`src/rtl/ysyx_220053_mul_ctrl.sv`:
```
// Sequencer between the EXU and the iterative radix-4 Booth multiplier: operand extension,
// launch, product capture, result select and flush handling. Optional: YSYX_220053_MUL_FUSE_EN.
module ysyx_220053_mul_ctrl #(
  parameter int unsigned XLEN = 64,
  parameter int unsigned OP_W = 3
) (
  input  logic                  clk,
  input  logic                  rst,
  input  logic                  in_valid,
  output logic                  in_ready,
  input  logic [OP_W-1:0]       in_op,
  input  logic [XLEN-1:0]       in_src1,
  input  logic [XLEN-1:0]       in_src2,
  input  logic                  in_flush,
  output logic                  out_valid,
  input  logic                  out_ready,
  output logic [XLEN-1:0]       out_data,
  output logic                  m_valid,
  input  logic                  m_ready,
  input  logic                  m_out_valid,
  output logic [XLEN:0]         m_multiplicand,
  output logic [XLEN:0]         m_multiplier,
  input  logic [2*XLEN-1:0]     m_result,
  output logic                  busy
);

  localparam logic [OP_W-1:0] OP_MULH   = OP_W'(1);
  localparam logic [OP_W-1:0] OP_MULHSU = OP_W'(2);
  localparam logic [OP_W-1:0] OP_MULHU  = OP_W'(3);
  localparam logic [OP_W-1:0] OP_MULW   = OP_W'(4);

  typedef enum logic [1:0] {S_IDLE, S_REQ, S_WAIT, S_RESP} state_t;

  state_t            r_state, w_state_n;
  logic [OP_W-1:0]   r_op;
  logic [XLEN:0]     r_mcand, r_mplier;
  logic [XLEN-1:0]   r_out_data;
  logic              r_kill;
  logic [XLEN:0]     w_ext1, w_ext2;
  logic              w_accept, w_fuse_hit, w_done, w_drop;

  function automatic logic [XLEN-1:0] f_sel(input logic [OP_W-1:0] op,
                                            input logic [2*XLEN-1:0] p);
    logic [XLEN-1:0] r;
    case (op)
      OP_MULH, OP_MULHSU, OP_MULHU: r = p[2*XLEN-1:XLEN];
      OP_MULW:                      r = {{(XLEN-32){p[31]}}, p[31:0]};
      default:                      r = p[XLEN-1:0];
    endcase
    return r;
  endfunction

  always_comb begin
    w_ext1 = {in_src1[XLEN-1], in_src1};
    w_ext2 = {in_src2[XLEN-1], in_src2};
    case (in_op)
      OP_MULHSU: w_ext2 = {1'b0, in_src2};
      OP_MULHU: begin
        w_ext1 = {1'b0, in_src1};
        w_ext2 = {1'b0, in_src2};
      end
      OP_MULW: begin
        w_ext1 = {{(XLEN-31){in_src1[31]}}, in_src1[31:0]};
        w_ext2 = {{(XLEN-31){in_src2[31]}}, in_src2[31:0]};
      end
      default: ;
    endcase
  end

  assign in_ready       = (r_state == S_IDLE) && !in_flush;
  assign busy           = (r_state != S_IDLE);
  assign out_valid      = (r_state == S_RESP);
  assign m_valid        = (r_state == S_REQ) && !in_flush;
  assign m_multiplicand = r_mcand;
  assign m_multiplier   = r_mplier;
  assign out_data       = r_out_data;
  assign w_accept       = in_valid && in_ready;
  // A product arriving together with a flush, or after one, belongs to a killed op.
  assign w_done = (r_state == S_WAIT) && m_out_valid && !r_kill && !in_flush;
  assign w_drop = (in_flush && busy) || ((r_state == S_WAIT) && m_out_valid && r_kill);

`ifdef YSYX_220053_MUL_FUSE_EN
  logic              r_fuse_vld;
  logic [2*XLEN-1:0] r_fuse_prod;

  // Operand regs still hold the previous op's pair while IDLE, so they double as the tag.
  assign w_fuse_hit = r_fuse_vld && (w_ext1 == r_mcand) && (w_ext2 == r_mplier);

  always_ff @(posedge clk or posedge rst) begin
    if (rst) begin
      r_fuse_vld  <= 1'b0;
      r_fuse_prod <= '0;
    end else if (w_drop) begin
      r_fuse_vld  <= 1'b0;
    end else if (w_done) begin
      r_fuse_vld  <= 1'b1;
      r_fuse_prod <= m_result;
    end
  end
`else
  assign w_fuse_hit = 1'b0;
`endif

  always_ff @(posedge clk or posedge rst) begin
    if (rst) r_state <= S_IDLE;
    else     r_state <= w_state_n;
  end

  always_comb begin
    w_state_n = r_state;
    case (r_state)
      S_IDLE: if (w_accept) w_state_n = w_fuse_hit ? S_RESP : S_REQ;
      S_REQ: begin
        if (in_flush)     w_state_n = S_IDLE;
        else if (m_ready) w_state_n = S_WAIT;
      end
      S_WAIT: if (m_out_valid) w_state_n = (r_kill || in_flush) ? S_IDLE : S_RESP;
      S_RESP: if (in_flush || out_ready) w_state_n = S_IDLE;
      default: w_state_n = S_IDLE;
    endcase
  end

  always_ff @(posedge clk or posedge rst) begin
    if (rst) begin
      r_op       <= '0;
      r_mcand    <= '0;
      r_mplier   <= '0;
      r_out_data <= '0;
      r_kill     <= 1'b0;
    end else begin
      r_kill <= (r_state == S_WAIT) && !m_out_valid && (r_kill || in_flush);
      if (w_accept) begin
        r_op     <= in_op;
        r_mcand  <= w_ext1;
        r_mplier <= w_ext2;
`ifdef YSYX_220053_MUL_FUSE_EN
        if (w_fuse_hit) r_out_data <= f_sel(in_op, r_fuse_prod);
`endif
      end
      if (w_done) r_out_data <= f_sel(r_op, m_result);
    end
  end

endmodule

```
`config.mk`:
```
export PLATFORM = sky130hd
export DESIGN_NAME = ysyx_220053_mul_ctrl
export DESIGN_NICKNAME = d
export VERILOG_FILES = /design/src/rtl/ysyx_220053_mul_ctrl.sv
export SDC_FILE = /design/constraint.sdc
export NUM_CORES = 1
export LEC_CHECK = 0
export CAP_MARGIN = 0
export CELL_PAD_IN_SITES_DETAIL_PLACEMENT = 2
export CELL_PAD_IN_SITES_GLOBAL_PLACEMENT = 2
export CORE_UTILIZATION = 24
export DETAILED_ROUTE_END_ITERATION = 8
export PLACE_DENSITY_LB_ADDON = 0.1
export SLEW_MARGIN = 5
export SYNTH_ARGS = -nofsm -noshare
export SYNTH_HDL_FRONTEND = slang
export SYNTH_SLANG_ARGS = --single-unit
```
`constraint.sdc`:
```
create_clock -name clk -period 9 [get_ports clk]
set_clock_uncertainty 0.05 [all_clocks]
set_input_delay 2.7 -clock clk [delete_from_list [all_inputs] [get_ports clk]]
set_output_delay 2.7 -clock clk [all_outputs]
set_load 0.1 [all_outputs]
```
Word-level counts from Yosys, hierarchy flattened
Index checks and enable logic that the tools add are counted.
{ "word_totals": {"regBits": 200, "in_bits": 266, "output_inout_bits": 198, "elab_cells": 48} }
{ "op_classes": {"n_eq_ne": 14, "mux": 10, "n_reduce_logical": 18} }
{ "ops": {"columns": ["op", "n"], "rows": [
  ["$pmux W65 S2", 2],
  ["$pmux W64 S2", 1],
  ["$eq A3 B2 Y1 const B", 4],
  ["$mux W2", 6],
  ["$logic_and A1 B1 Y1", 8],
  ["$pmux W2 S4", 1],
  ["$eq A3 B3 Y1 const B", 2],
  ["$eq A2 B2 Y1 const B", 2],
  ["$ne A2 B2 Y1 const B", 2],
  ["$reduce_and A4 Y1", 1],
  ["$eq A3 B1 Y1 const B", 1],
  ["$logic_not A1 Y1", 3],
  ["$ne A3 B3 Y1 const B", 1],
  ["$reduce_or A3 Y1", 1],
  ["$eq A2 B1 Y1 const B", 1],
  ["$logic_not A2 Y1", 1],
  ["$logic_or A1 B1 Y1", 2],
  ["$ne A2 B1 Y1 const B", 1],
  ["$reduce_bool A2 Y1", 1],
  ["$reduce_or A2 Y1", 1]
]} }

Logic depth before layout (Yosys ltp)
{ "logic_depth": {"word_depth": 5, "ltp_mapped": 7, "depth_no_buf": 3} }

Worst setup path before layout
Ideal clock, no wire load.
{ "synth_timing": {"path_kind": "input to output", "from": "input in_flush", "to": "output m_valid", "t_arrival_ns": 4.939, "required_ns": 6.250, "setup_slack_ns": 1.311, "stages": 1, "path_buffers": 0, "path_cell_list": "nor3b_1"} }
{ "synth_via": {"elab_chain_len": 2} }
{ "synth_lines": {"columns": ["element", "line", "rtl"], "rows": [
  ["start: declaration", "14", "input logic in_flush,"],
  ["$logic_not A1 Y1", "73", "assign m_valid = (r_state == S_REQ) && !in_flush;"],
  ["$logic_and A1 B1 Y1", "73", null],
  ["end: declaration", "18", "output logic m_valid,"]
]} }
No other way between the ends.

Worst setup path after layout
Ends and elaborated chain as after synthesis.

==> summary.md <==
| Metric | Value |
|---|---|
| Total number of nets in the final design | 1506 |
| Drt first-iter violations | 308 |
| Final Cycle Share | 84.2% |
| Flops & latches, synth | 200 |
| Startpoint Class | input port |
| Hold WC Path Type | reg -> reg |
| Site Rows | 72 |
| Peak supply drop | 195 µV |
| Arrival time at the worst endpoint | 4.83 ns |
| Endpoint kind of the worst setup timing path | primary output |
| Start point of the worst hold path | m_multiplier[24] |
| Number of cells on the worst hold path | 1 |
| Number of flops mapped to enable cells by yosys | 0 |
| Async SR Flop Fraction | 100% |
| Overall global routing resource usage | 19.7% |
| Placed wire-length estimate | 27.4 mm |
| Combined area of all synthesized cells | 9470 µm² |
| Clock sink count | 200 |
| Remaining max-slew budget at the tightest pin | 21.2% |
| Via count of the first global-routing pass | 9356 |
| Antenna-violating nets left | 0 |
| Most frequent cells after synthesis | sky130_fd_sc_hd__dfrtp_1 (200), sky130_fd_sc_hd__a21oi_1 (129), sky130_fd_sc_hd__mux2_2 (103) |
| Ratio of cells with drive above 1 in the final layout | 14.9% |
| Remaining global-route overflow | 0 |
| TritonCTS Buffers | 17 |
| Max-slew violation count | 0 |
| Number of setup violations in the final report | 0 |
| Top flip-flop cell by instance count after synthesis | sky130_fd_sc_hd__dfrtp_1 |
| Max FO, Critical Path | 7 |
| Die boundary width | 201 µm |
| Area enclosed by the die boundary | 40300 µm² |
| Routability cong. | 0.763 |
| Routed wire length per instance | 22.2 µm |
| Antenna violations before repair | 8 |
| Vias post-DR | 8356 |
| Hold bufs inserted after CTS | 0 |
| RSZ-0062 raised after global routing | no |
| Internal reg-to-reg setup slack | 6.29 ns |
| First-pass GRT wire length | 60.0 mm |
| Final-layout setup total negative slack | 0 ns |
| Library cell occupying the most area in the post-synthesis netlist | sky130_fd_sc_hd__dfrtp_1 |
| Die H | 201 µm |
| DRT Wirelength | 39.4 mm |
| Worst slack at placement | 1.45 ns |
| H-Tree Level Count | 4 |
| I/O pin count | 464 |
| Reg-to-reg startpoint | r_state[0] |
| Result of the run | complete, no violations |
| Post-layout minimum cycle time | 7.58 ns |
| Per-instance average area after synthesis | 11.4 µm² |
| Final core occ | 39.2% |
| Critical path data required time | 6.25 ns |
| Setup repair bufs after CTS | 0 |
| Synthesized instance count | 828 |
| Via/cell ratio | 4.70 |
| Power density of the placed cells | 415 nW/µm² |
| Most frequently used cell type in the post-synthesis netlist | sky130_fd_sc_hd__dfrtp_1 |
| Insertion delay to the later sink of the worst-skew pair | 0.45 ns |
| Starting density of the core | 24.4% |
| IO buf count | 463 |
| Number of maximum-capacitance constraint violations | 0 |
| Detailed Routing Iterations Pass 1 | 4 |
| Post-detailed-route DRC marker count | 0 |
| Clock-pin slew reported for the worst setup and hold paths after clock tree synthesis | 0.07 ns |
| Core area | 38700 µm² |
| Syn. warnings | 0 |
| Largest net degree at the start of global routing | 200 |
| Worst Setup Slack, final | 1.42 ns |
| Sink of the worst hold path | m_multiplier[24] |
| Number of nets produced by synthesis | 1094 |
| Worst r2r path cells | 4 |
| Highest achievable clock rate | 132 MHz |
| Root cell of the clock tree | sky130_fd_sc_hd__clkbuf_16 |
| TritonCTS clock tree | built |
| Total count of hold-check failures in the final report | 0 |
| Actual slew at the worst max-slew pin | 1.18 ns |
| Count of cells resized by post-cts repair | 0 |
| Maximum buffer depth of the clock tree | 2 |
| Leak Pwr | 5.98 nW |
| Critical Setup Path Class | in -> out |
| Area growth from synthesis to layout | 60.2% |
| Area share of the leading cell type in the synthesized netlist | 52.9% |
| Number of distinct standard cells referenced by the synthesized netlist | 35 |
| Synth top area cells | sky130_fd_sc_hd__dfrtp_1 (53%), sky130_fd_sc_hd__mux2_2 (12%), sky130_fd_sc_hd__a21oi_1 (6.8%) |
| Share of the yosys chip area belonging to registers | 52.9% |
| Terminus of the critical flop-to-flop path | out_data[18] |
kinds of logic after synthesis:
logic type             Yosys count  share of synthesized area (%)
multiplexers                   132                           17.0
AO/OA/AOI/OAI                  327                           21.6
flip-flops                     200                           52.9
AND/OR/NAND/NOR                 83                           3.95
buffers and inverters           86                           4.61
layout make-up:
cell class | instances | area, µm²
diodes | 6 | 15.0
clock buffers | 21 | 460
clock inverters | 11 | 193
fillers | 4130 | 23600
inverters | 5 | 26.3
multi-input cells | 542 | 4090
flip-flops and latches | 200 | 5010
well taps | 518 | 648
repair buffers | 474 | 4730
worst max path at each step:
stage	to	cells after the start	startpoint	slack, ns
after floorplan	m_multiplicand[0]	1	rst	0.80
after global placement	m_valid	3	in_flush	1.53
after detailed placement	m_valid	3	in_flush	1.45
after CTS	m_valid	3	in_flush	1.45
after global routing	m_valid	3	in_flush	1.38
final	m_valid	3	in_flush	1.42
cell usage in the layout (no fill, tap or decap), types with 3 or more instances in the layout:
cell type	netlist	final
sky130_fd_sc_hd__clkdlybuf4s50_1	0	463
sky130_fd_sc_hd__o21bai_1	33	32
sky130_fd_sc_hd__a211oi_1	32	32
sky130_fd_sc_hd__o21ai_0	34	34
sky130_fd_sc_hd__diode_2	0	6
sky130_fd_sc_hd__buf_4	1	10
sky130_fd_sc_hd__o31ai_1	32	32
sky130_fd_sc_hd__dfrtp_2	0	3
sky130_fd_sc_hd__a21oi_1	129	129
sky130_fd_sc_hd__a21boi_0	32	32
sky130_fd_sc_hd__mux2_2	103	103
sky130_fd_sc_hd__nor2_1	69	68
sky130_fd_sc_hd__bufinv_16	0	5
sky130_fd_sc_hd__inv_1	5	4
sky130_fd_sc_hd__dfrtp_1	200	197
sky130_fd_sc_hd__clkbuf_16	0	17
sky130_fd_sc_hd__mux2_4	28	28
sky130_fd_sc_hd__o21a_1	32	32
routing by layer:
layer | GRT usage [%] | up-vias | share of wire (%)
met1 | 23.3 | 4247 | 41
li1 | - | 3824 | -
met4 | 5.78 | 4 | 1.6
met5 | 0 | - | 0.058
met3 | 7.42 | 32 | 7.4
met2 | 33.1 | 249 | 50
per-stage QoR:
step	total power, mW	hold WS [ns]	instance area (µm²)	std cells
final	6.30	0.460	15200	1777
after global routing	6.53	0.475	15200	1776
after CTS	6.38	0.463	15200	1771
after detailed placement	5.46	0.445	14500	1739
after global placement	5.41	0.439	14500	1739
after floorplan	4.38	0.466	9470	828
sequential cells by signal, summed over array words and instances, names as in the netlist:
name            flops
m_multiplier       65
r_state             2
out_data           64
r_op                3
m_multiplicand     65
r_kill              1
critical path, cell delays in order:
cell	delay, ns
sky130_fd_sc_hd__clkdlybuf4s50_1	0.54
sky130_fd_sc_hd__nor3b_1	0.38
sky130_fd_sc_hd__clkdlybuf4s50_1	1.21
power breakdown:
group / switching, mW / internal (mW) / total, mW
clock network: 0.373 / 0.510 / 0.883
registers: 0.204 / 1.22 / 1.42
logic: 3.00 / 0.990 / 3.99
total: 3.58 / 2.72 / 6.30
(Power assumes the default switching activity.)
